## src/rtl/sha256_round_ctrl.sv

```systemverilog
// SHA-256 compression control FSM: message word load, working-variable init,
// 64 rounds and hash update. Drives only enables/selects of the datapath.
module sha256_round_ctrl #(
  parameter int unsigned WORDS  = 16,
  parameter int unsigned ROUNDS = 64,
  parameter int unsigned IDX_W  = 6
) (
  input  logic             CLK,
  input  logic             RST,
  input  logic             start,
  input  logic             first_blk,
  input  logic             word_valid,
  output logic             word_ready,
  output logic             wt_load,
  output logic [IDX_W-1:0] word_idx,
  output logic             h_init,
  output logic             sel_A,
  output logic             rnd_en,
  output logic [IDX_W-1:0] rnd_idx,
  output logic             sel_W,
  output logic             h_update,
  output logic             busy,
  output logic             done
);

  typedef enum logic [2:0] {
    S_IDLE,
    S_LOAD,
    S_INIT,
    S_ROUND,
    S_UPDATE,
    S_DONE
  } state_t;

  localparam logic [IDX_W-1:0] LAST_WORD = IDX_W'(WORDS - 1);
  localparam logic [IDX_W-1:0] LAST_RND  = IDX_W'(ROUNDS - 1);
  localparam logic [IDX_W:0]   WORDS_X   = (IDX_W + 1)'(WORDS);

  state_t           state, state_nxt;
  logic [IDX_W-1:0] word_cnt, word_cnt_nxt;
  logic [IDX_W-1:0] rnd_cnt, rnd_cnt_nxt;
  logic             fb_q, fb_nxt;
  logic             first_q, first_nxt;

  always_ff @(posedge CLK or posedge RST) begin
    if (RST) begin
      state    <= S_IDLE;
      word_cnt <= '0;
      rnd_cnt  <= '0;
      fb_q     <= 1'b0;
      first_q  <= 1'b0;
    end else begin
      state    <= state_nxt;
      word_cnt <= word_cnt_nxt;
      rnd_cnt  <= rnd_cnt_nxt;
      fb_q     <= fb_nxt;
      first_q  <= first_nxt;
    end
  end

  always_comb begin
    state_nxt    = state;
    word_cnt_nxt = word_cnt;
    rnd_cnt_nxt  = rnd_cnt;
    fb_nxt       = fb_q;
    first_nxt    = first_q;
    word_ready   = 1'b0;
    h_init       = 1'b0;
    sel_A        = 1'b0;
    rnd_en       = 1'b0;
    sel_W        = 1'b0;
    h_update     = 1'b0;
    busy         = 1'b0;
    done         = 1'b0;

    case (state)
      S_IDLE: begin
        if (start) begin
          fb_nxt       = first_blk;
          first_nxt    = 1'b1;
          word_cnt_nxt = '0;
          state_nxt    = S_LOAD;
        end
      end
      S_LOAD: begin
        word_ready = 1'b1;
        busy       = 1'b1;
        // first_q marks the first LOAD cycle even if no word arrives in it
        h_init     = first_q & fb_q;
        first_nxt  = 1'b0;
        if (word_valid) begin
          if (word_cnt == LAST_WORD) begin
            word_cnt_nxt = '0;
            state_nxt    = S_INIT;
          end else begin
            word_cnt_nxt = word_cnt + 1'b1;
          end
        end
      end
      S_INIT: begin
        busy        = 1'b1;
        sel_A       = 1'b1;
        rnd_cnt_nxt = '0;
        state_nxt   = S_ROUND;
      end
      S_ROUND: begin
        busy   = 1'b1;
        rnd_en = 1'b1;
        sel_W  = ({1'b0, rnd_cnt} >= WORDS_X);
        if (rnd_cnt == LAST_RND) begin
          rnd_cnt_nxt = '0;
          state_nxt   = S_UPDATE;
        end else begin
          rnd_cnt_nxt = rnd_cnt + 1'b1;
        end
      end
      S_UPDATE: begin
        busy      = 1'b1;
        h_update  = 1'b1;
        state_nxt = S_DONE;
      end
      S_DONE: begin
        busy      = 1'b1;
        done      = 1'b1;
        state_nxt = S_IDLE;
      end
      default: begin
        state_nxt    = S_IDLE;
        word_cnt_nxt = '0;
        rnd_cnt_nxt  = '0;
        first_nxt    = 1'b0;
      end
    endcase
  end

  assign wt_load  = word_valid & word_ready;
  assign word_idx = word_cnt;
  assign rnd_idx  = rnd_cnt;

endmodule

```

## config.mk

```make
export PLATFORM = sky130hd
export DESIGN_NAME = sha256_round_ctrl
export DESIGN_NICKNAME = d
export VERILOG_FILES = /design/src/rtl/sha256_round_ctrl.sv
export SDC_FILE = /design/constraint.sdc
export NUM_CORES = 1
export LEC_CHECK = 0
export CELL_PAD_IN_SITES_DETAIL_PLACEMENT = 0
export CELL_PAD_IN_SITES_GLOBAL_PLACEMENT = 1
export CORE_UTILIZATION = 25
export DETAILED_ROUTE_END_ITERATION = 7
export PLACE_DENSITY = 0.55
export SETUP_SLACK_MARGIN = 0.4
export SLEW_MARGIN = 20
export SYNTH_ARGS = -nofsm -noshare
export SYNTH_HDL_FRONTEND = slang
export SYNTH_SLANG_ARGS = --single-unit
```

## constraint.sdc

```tcl
create_clock -name CLK -period 4.4 [get_ports CLK]
set_clock_uncertainty 0.2 [all_clocks]
set_input_delay 0.66 -clock CLK [delete_from_list [all_inputs] [get_ports CLK]]
set_output_delay 0.66 -clock CLK [all_outputs]
set_load 0.02 [all_outputs]
```

==> results of run 1 <==
[stage by stage]
step	power (mW)	hold slack [ns]	cell area, um2	cells
2_1_floorplan	0.163	0.271	998	109
3_3_place_gp	0.168	0.288	1260	178
3_5_place_dp	0.168	0.298	1260	178
4_1_cts	0.289	0.313	1310	182
5_1_grt	0.300	0.354	1310	182
6_report	0.283	0.308	1310	182
[flip-flops by register name, indices dropped and copies added, names as in the netlist]
| name | flops |
|---|---|
| word_idx | 6 |
| first_q | 1 |
| rnd_idx | 6 |
| state | 3 |
| fb_q | 1 |
[synth_stat cells (2+ instances only)]
library cell	number	area, um2
dfrtp_1	17	425
nand2_1	10	37.5
nor2_1	10	37.5
o21ai_0	8	40.0
inv_1	7	26.3
nand3_1	7	35.0
a21oi_1	5	25.0
nor3b_1	4	30.0
and2_1	3	18.8
a21oi_2	2	17.5
clkbuf_8	2	27.5
ha_1	2	25.0
mux2i_1	2	20.0
nor2b_1	2	12.5
nor3_1	2	10.0
o22ai_1	2	12.5
or2_2	2	12.5
or3_1	2	12.5
[cell usage in the layout (no fill, tap or decap), drive strengths merged]
cell	Yosys	routed
a211o	1	1
a21o	2	2
a21oi	7	7
a22o	1	1
a22oi	1	1
a32o	1	1
and2	3	3
and3	1	1
clkbuf	2	4
clkdlybuf4s50	0	25
dfrtp	17	17
ha	2	2
inv	7	7
mux2	2	2
mux2i	2	2
nand2	10	10
nand2b	1	1
nand3	8	8
nand3b	1	1
nor2	10	10
nor2b	2	2
nor3	3	3
nor3b	4	4
nor4	1	1
o21ai	9	9
o21bai	1	1
o22ai	2	2
o32ai	1	1
or2	2	2
or3	2	2
xnor2	1	1
[cells by family after synthesis]
kind of cell	count (synthesis)	share of synthesized area [%]
and+or+nand+nor	48	25.3
AOI/OAI and AO/OA	26	17.2
DFF	17	42.6
buffers and inverters	11	7.27
muxes	4	4.26
adders and majority gates	2	2.51
xor gates and xnor gates	1	0.877
[layer usage]
| layer | wire length, um | vias to the layer above | track usage [%] | part of all wire (%) |
|---|---|---|---|---|
| met5 | 0 | - | 0 | 0 |
| met4 | 29 | 0 | 3.26 | 1.2 |
| met3 | 92 | 5 | 4.51 | 3.8 |
| met2 | 962 | 16 | 17.1 | 40 |
| met1 | 1310 | 404 | 19.1 | 55 |
| li1 | - | 432 | - | - |
[power by group through the flow]
stage               Sequential (mW)  Combinational [mW]  Clock, mW
detailed placement            0.159             0.00902          0
floorplan                     0.159             0.00357          0
global placement              0.159             0.00886          0
global route                  0.156             0.00989      0.134
CTS                           0.156             0.00902      0.123
finish                        0.156             0.00853      0.118
[worst paths after layout]
path / cells past startpoint / slack [ns] / endpoint / startpoint
min reg2reg: 1 / 0.31 / fb_q$_DFFE_PP0P_ / fb_q$_DFFE_PP0P_
max in group asynchronous: 2 / 2.97 / word_idx[0]$_DFFE_PP0P_ / RST
min in group asynchronous: 2 / 0.60 / fb_q$_DFFE_PP0P_ / RST
min: 1 / 0.31 / fb_q$_DFFE_PP0P_ / fb_q$_DFFE_PP0P_
max: 4 / 1.16 / wt_load / word_valid
max reg2reg: 4 / 2.56 / word_idx[4]$_DFFE_PP0P_ / state[1]$_DFFE_PP0P_
[layout make-up]
cell class / count / area [um2]
Fill cell: 404 / 2440
Multi-Input combinational cell: 81 / 500
Sequential cell: 17 / 425
Timing Repair Buffer: 25 / 250
Tap cell: 48 / 60.1
Clock buffer: 4 / 45.0
Inverter: 7 / 26.3
==> run summary, run 1 <==
Internal: 0.224 mW
Initial antenna violation count: 0
Starting density of the core: 26.7%
Clk root buf: clkbuf_8
Global route total overflow: 0
Leakage: 0.533 nW
Clock power share: 41.7%
Final WS setup: 1.16 ns
Die X: 65.2 um
Largest net degree at the start of global routing: 21
Yosys warning total: 0
Post-synthesis sequential area ratio: 42.6%
Slew margin rel.: 55.1%
Most used cell, CP: clkdlybuf4s50_1
Die area: 4250 um2
Buffers on Ports: 25
Sw Ratio: 20.6%
Worst endpoint data arrival time: 2.38 ns
CP max stage cell: clkdlybuf4s50_1
Final core occ: 34.9%
Clk slew on worst S/H paths: 0.07 ns
Syn nets: 116
Crit. End Element: primary output
Io pins: 26
Kind of start point of the critical path: input port
Detail Placement HPWL: 1720 um
Synth cell types: 38
Drt wl/cell: 13.2 um
Final setup fails: 0
Final period util: 73.6%
Vias in the first global route: 854
WP buf/inv: 2
PostCTS Resize Cnt: 0
Status: complete, no violations
Number of flops mapped to enable cells by yosys: 0
Mean Syn Cell Area: 9.16 um2
Detail Route Antenna Nets: 0
Switching Power: 0.0583 mW
Total GRT Usage: 12.8%
Area Overhead vs Synth: 31.0%
Post-Synthesis Cell Area: 998 um2
Die Y: 65.2 um
CTS tree: built
DRT Wirelength: 2400 um
Max rail drop VDD: 131 uV
Post-CTS Setup Inserts: 0
Final worst path period need: 3.24 ns
Share of total power in sequential cells: 55.3%
Async set-reset flop share out of synthesis: 100%
Max cap viols: 0
Setup TNS Final: 0 ns
CP peak stage delay: 0.70 ns
1st-iter DRT viols: 30
FF+latch count, synth: 17
Number of CTS-inserted buffers: 3
First-pass GRT wire length: 4170 um
F_max: 309 MHz
Most used DFF post-synth: dfrtp_1
Final hold violations: 0
Cell family with most CP delay: buffers and inverters
Hold-fix buffers, CTS: 0
Antenna diode count: 0
Worst-Margin Slew: 0.672 ns
Routability cong.: 0.770
Max clock buf depth: 2
Top fanout value on the critical path: 8
Critical path type: input port to primary output
Combinational group share of total power: 3.0%
Worst path cell trace: clkdlybuf4s50_1, nand2_1, nor3_2, clkdlybuf4s50_1
Vias per inst: 4.71
CTS sink cnt: 17
H-tree levels: 1
Power per cell area: 216 nW/um2
Tightest Hold Check Type: flip-flop to flip-flop
Worst EP required: 3.54 ns
Num rows: 22
Worst-skew pair later-pin latency: 0.25 ns
DRC: 0
Pre-CTS WS: 1.15 ns
Share of layout cells above drive strength 1: 8.96%
Vias: 857
Unrepaired setup endpoints after global routing: no
Final Slew Violations: 0
First-pass DRT Iterations: 4
Gate Count Post-Synth: 109
Final #Nets: 142
CORE AREA: 3740 um2
Power figures use the tool's default switching activity.
==> inputs of run 2 (changes only) <==
==> constraint.sdc (replaced) <==
create_clock -name CLK -period 3.2 [get_ports CLK]
set_clock_uncertainty 0.2 [all_clocks]
set_input_delay 0.48 -clock CLK [delete_from_list [all_inputs] [get_ports CLK]]
set_output_delay 0.48 -clock CLK [all_outputs]
set_load 0.02 [all_outputs]
==> run 2 against run 1 <==
Against the previous run:
- sequential power increased by 38%
- utilization increased by 0.53 points
- setup slack got worse by 0.62 ns
- design area increased by 1.5%
- die area unchanged
- power increased by 37%
- via count decreased by 2.6%
- critical path depth decreased by 1
- clock power increased by 36%
- sequential share of layout area decreased by 0.49 points
- non-clock buffer count increased by 2
- critical path type is now flip-flop to primary output
- critical endpoint is now rnd_en
- largest cell class unchanged
- highest routed layer unchanged
==> run summary, run 2 (synthesized netlist as in run 1, its figures left out) <==
Max rail drop VDD: 102 uV (-22%)
Setup TNS Final: 0 ns (unchanged)
H-tree levels: 1 (unchanged)
Share of layout cells above drive strength 1: 11.0% (+2.1 points)
Final period util: 83.1%
First-pass GRT wire length: 3970 um (-4.8%)
Die area: 4250 um2 (unchanged)
Clk root buf: clkbuf_8
DRT Wirelength: 2340 um (-2.3%)
Drt wl/cell: 12.7 um (-3.4%)
Post-CTS Setup Inserts: 0 (unchanged)
Area of the multi-input gates: 505 um2 (+1.0%)
Final #Nets: 144 (+1.4%)
Top fanout value on the critical path: 15 (+7)
Vias: 835 (-2.6%)
Starting density of the core: 26.7% (unchanged)
Seq. cell area: 425 um2 (unchanged)
Final setup fails: 0 (unchanged)
Routability cong.: 0.722 (-6.2%)
Clock power share: 41.4% (-0.3 points)
Unrepaired setup endpoints after global routing: no
Slew margin rel.: 54.3% (-0.83 points)
Worst endpoint data arrival time: 1.98 ns (-0.40 ns)
Final hold violations: 0 (unchanged)
Critical path type: flip-flop to primary output
Die Y: 65.2 um (unchanged)
CTS sink cnt: 17 (unchanged)
Global routing's busiest layer: met1
Met3 usage: 2.08% (-2.4 points)
Num rows: 22 (unchanged)
Detail Placement HPWL: 1700 um (-1.1%)
Io pins: 26 (unchanged)
Commonest non-fill, non-tap cell in the layout: clkdlybuf4s50_1
Leakage: 0.545 nW (+2.4%)
Kind of start point of the critical path: flip-flop
CORE AREA: 3740 um2 (unchanged)
Internal: 0.308 mW (+37%)
Total GRT Usage: 12.3% (-0.46 points)
Final Slew Violations: 0 (unchanged)
Hold-fix buffers, CTS: 0 (unchanged)
Global route total overflow: 0 (unchanged)
Number of CTS-inserted buffers: 3 (unchanged)
Switching Power: 0.0790 mW (+36%)
F_max: 376 MHz
Most frequent cells in the layout: 25 x clkdlybuf4s50_1, 17 x dfrtp_1, 10 x nand2_1, 10 x nor2_1, 8 x o21ai_0
Buffers on Ports: 25 (unchanged)
Status: complete, no violations
GRT met1 Usage: 19.4% (+0.38 points)
Worst-Margin Slew: 0.685 ns (+0.0125 ns)
GRT met2 Usage: 16.1% (-1.0 points)
Vias in the first global route: 839 (-1.8%)
Antenna diode count: 0 (unchanged)
Max cap viols: 0 (unchanged)
DRC: 0 (unchanged)
Share of total power in sequential cells: 55.5% (+0.2 points)
Clk slew on worst S/H paths: 0.06 ns (about the same)
Die X: 65.2 um (unchanged)
Final worst path period need: 2.66 ns
Final hold slack: 0.302 ns (-0.00582 ns)
Detail Route Antenna Nets: 0 (unchanged)
Crit. End Element: primary output
Largest net degree at the start of global routing: 18 (-14%)
Worst-skew pair later-pin latency: 0.25 ns (about the same)
Worst EP required: 2.52 ns (-1.02 ns)
Initial antenna violation count: 0 (unchanged)
First-pass DRT Iterations: 4 (unchanged)
Filler instances: 410 (+1.5%)
Tightest Hold Check Type: flip-flop to flip-flop
1st-iter DRT viols: 32 (+6.7%)
Vias per inst: 4.54 (-3.6%)
CTS tree: built
Max clock buf depth: 2 (unchanged)
Area Overhead vs Synth: 33.0%
Combinational group share of total power: 3.1% (about the same)
Power per cell area: 292 nW/um2 (+35%)
Sw Ratio: 20.4% (-0.23 points)
==> run 2: cell count changes in the layout (fill, tap and decap cells not counted), sizes merged <==
cell  before  now
buf        0    2
==> run 2: cell type report <==
class | instances | area share, %
Inverter | 7 | 1.98
Clock buffer | 4 | 3.39
Tap cell | 48 | 4.52
Timing Repair Buffer | 27 | 20.0
Multi-Input combinational cell | 81 | 38.1
Sequential cell | 17 | 32.0
==> run 2: worst paths after layout <==
path                                              start                 endpoint  slack [ns]  cells past startpoint
worst max-delay path               state[2]$_DFFE_PP0P_                   rnd_en        0.54                      3
worst min-delay path                   fb_q$_DFFE_PP0P_         fb_q$_DFFE_PP0P_        0.30                      1
worst max register to register  word_idx[0]$_DFFE_PP0P_     state[1]$_DFFE_PP0P_        1.36                      5
worst min register to register         fb_q$_DFFE_PP0P_         fb_q$_DFFE_PP0P_        0.30                      1
max in group asynchronous                           RST   rnd_idx[2]$_DFFE_PP0N_        1.93                      2
min in group asynchronous                           RST  word_idx[2]$_DFFE_PP0P_        0.43                      2
==> run 2: stage by stage <==
step                utilization [%]  setup slack (ns)  cell area [um2]  power, mW  cells
floorplan                         -             0.991              998      0.224    109
global route                   35.5             0.408             1330      0.408    184
CTS                            35.3             0.435             1320      0.395    184
finish                         35.5             0.540             1330      0.387    184
detailed placement             34.1             0.606             1280      0.231    180
global placement               34.1             0.620             1280      0.231    180
==> run 2: worst max-delay path, stage by stage, from the launching register on <==
cell and delay (ns):
dfrtp_1 0.55, nand3b_1 0.37, inv_1 0.19, clkdlybuf4s50_1 0.62
==> run 2: timing repair <==
| action | in CTS | in global routing |
|---|---|---|
| endpoints found under the hold margin | 0 | 0 |
| gates resized for setup | 0 | 1 |
| endpoints found under the setup margin | 0 | 1 |
==> run 2: power groups by stage <==
| stage | registers (mW) | clock network, mW | logic, mW |
|---|---|---|---|
| floorplan | 0.219 | 0 | 0.00491 |
| global placement | 0.219 | 0 | 0.0123 |
| detailed placement | 0.219 | 0 | 0.0126 |
| CTS | 0.215 | 0.168 | 0.0126 |
| global route | 0.215 | 0.180 | 0.0136 |
| finish | 0.215 | 0.160 | 0.0119 |
==> run 2: layer usage <==
layer | wire [um] | vias to the layer above
met4 | 20 | 0
met3 | 51 | 2
li1 | - | 435
met5 | 0 | -
met1 | 1340 | 385
met2 | 933 | 13
==> inputs of run 3 (changes only) <==
==> constraint.sdc (replaced) <==
create_clock -name CLK -period 2.76 [get_ports CLK]
set_clock_uncertainty 0.2 [all_clocks]
set_input_delay 0.414 -clock CLK [delete_from_list [all_inputs] [get_ports CLK]]
set_output_delay 0.414 -clock CLK [all_outputs]
set_load 0.02 [all_outputs]
==> run 3 against run 2 <==
Against the previous run:
- sequential cell count stayed put
- wire length is 0.17% higher
- critical path type is now input port to primary output
- setup slack better by 0.054 ns
- design area is 3.3% higher
- register-to-register slack worse by 0.41 ns
- highest routed layer unchanged
- global-route usage is 0.082 points lower
==> run summary, run 3 (synthesized netlist as in run 1, its figures left out) <==
Status: complete, no violations
Vias: 851 (+1.9%)
Final WS setup: 0.594 ns (+0.0543 ns)
Final #Nets: 149 (+3.5%)
Starting density of the core: 26.7% (unchanged)
Leakage: 0.636 nW (+17%)
Drt wl/cell: 12.4 um (-2.5%)
Clk root buf: clkbuf_8
Detail Route Antenna Nets: 0 (unchanged)
Setup TNS Final: 0 ns (unchanged)
DRT Wirelength: 2350 um (+0.17%)
Max cap viols: 0 (unchanged)
Vias in the first global route: 846 (+0.83%)
Total GRT Usage: 12.3% (-0.082 points)
Commonest non-fill, non-tap cell in the layout: clkdlybuf4s50_1
Final setup fails: 0 (unchanged)
Die X: 65.2 um (unchanged)
Area Overhead vs Synth: 37.3%
Design Power: 0.452 mW (+17%)
Placed Instances: 183 (+1.7%)
CTS tree: built
Power per cell area: 330 nW/um2 (+13%)
1st-iter DRT viols: 30 (-6.3%)
Buffers on Ports: 25 (unchanged)
Tightest Hold Check Type: flip-flop to flip-flop
Vias per inst: 4.50 (-0.78%)
First-pass GRT wire length: 4010 um (+0.86%)
Worst endpoint data arrival time: 1.55 ns (-0.43 ns)
Worst-Margin Slew: 0.667 ns (-0.0183 ns)
Pre-CTS WS: 0.291 ns (-0.314 ns)
Routability cong.: 0.722 (about the same)
Slew margin rel.: 55.5% (+1.2 points)
Initial antenna violation count: 0 (unchanged)
Die area: 4250 um2 (unchanged)
Antenna diode count: 0 (unchanged)
CP peak stage delay: 0.52 ns (-0.10 ns)
Final hold slack: 0.307 ns (+0.00512 ns)
Area of the multi-input gates: 505 um2 (unchanged)
Placed cell areas: 1300 um2 (+1.8%)
H-tree levels: 1 (unchanged)
Unrepaired setup endpoints after global routing: no
Critical path type: input port to primary output
Finished Layout Cells: 189 (+2.7%)
Detail Placement HPWL: 1750 um (+2.8%)
CP max stage cell: clkdlybuf4s50_1
Final worst path period need: 2.17 ns
Die Y: 65.2 um (unchanged)
F_max: 462 MHz
Final Slew Violations: 0 (unchanged)
Final hold violations: 0 (unchanged)
Crit. End Element: primary output
Num rows: 22 (unchanged)
Most frequent cells in the layout: 16 x clkdlybuf4s50_1, 15 x dfrtp_1, 10 x nand2_1, 10 x nor2_1, 8 x o21ai_0
Max clock buf depth: 2 (unchanged)
Final period util: 78.5%
Seq. cell area: 428 um2 (+0.59%)
Hold-fix buffers, CTS: 0 (unchanged)
Worst-skew pair later-pin latency: 0.25 ns (about the same)
Io pins: 26 (unchanged)
Largest net degree at the start of global routing: 18 (unchanged)
Worst path cell trace: clkdlybuf4s50_1, nand2_1, nor3_2, dlygate4sd2_1
Worst EP required: 2.15 ns (-0.37 ns)
Global route total overflow: 0 (unchanged)
CTS sink cnt: 17 (unchanged)
Max rail drop VDD: 257 uV (+150%)
Share of layout cells above drive strength 1: 15.6% (+4.6 points)
DRC: 0 (unchanged)
Post-route cell area: 1370 um2 (+3.3%)
Number of CTS-inserted buffers: 3 (unchanged)
Filler instances: 410 (unchanged)
Kind of start point of the critical path: input port
Top fanout value on the critical path: 3 (-12)
Clk slew on worst S/H paths: 0.07 ns (about the same)
Final core occ: 36.6% (+1.2 points)
CORE AREA: 3740 um2 (unchanged)
First-pass DRT Iterations: 4 (unchanged)
## run 3: worst paths after layout
kind,from,to,slack [ns],depth (start not counted)
worst max-delay path,word_valid,wt_load,0.59,4
worst min-delay path,fb_q$_DFFE_PP0P_,fb_q$_DFFE_PP0P_,0.31,1
worst max register to register,word_idx[0]$_DFFE_PP0P_,state[1]$_DFFE_PP0P_,0.95,5
worst min register to register,fb_q$_DFFE_PP0P_,fb_q$_DFFE_PP0P_,0.31,1
max in group asynchronous,RST,state[1]$_DFFE_PP0P_,1.54,2
min in group asynchronous,RST,fb_q$_DFFE_PP0P_,0.36,2
## run 3: timing repair
action,CTS,global route
setup buffers,1,1
resized for setup,8,4
endpoints found under the setup margin,7,4
## run 3: critical path: cells and delay by family
kind,cells,cell delay (ns)
AND/OR/NAND/NOR,2,0.26
buffers and inverters,2,0.87
## run 3: where the power goes
part | switching, mW | internal, mW
clock network | 0.0872 | 0.102
logic | 0.00776 | 0.00595
registers | 0 | 0.249
total | 0.0949 | 0.357
## run 3: layout make-up
| type | count | area share (%) |
|---|---|---|
| tap | 48 | 4.38 |
| inverter | 7 | 1.92 |
| timing repair buffer | 32 | 22.4 |
| sequential | 17 | 31.2 |
| clock buffer | 4 | 3.28 |
| multi-input combinational | 81 | 36.9 |
## run 3: metal layers
layer	routed length, um	GRT usage, %	part of all wire, %
met5	0	0	0
met4	13	2.45	0.55
met3	117	3.82	5.0
met2	877	16.1	37
met1	1340	19.1	57
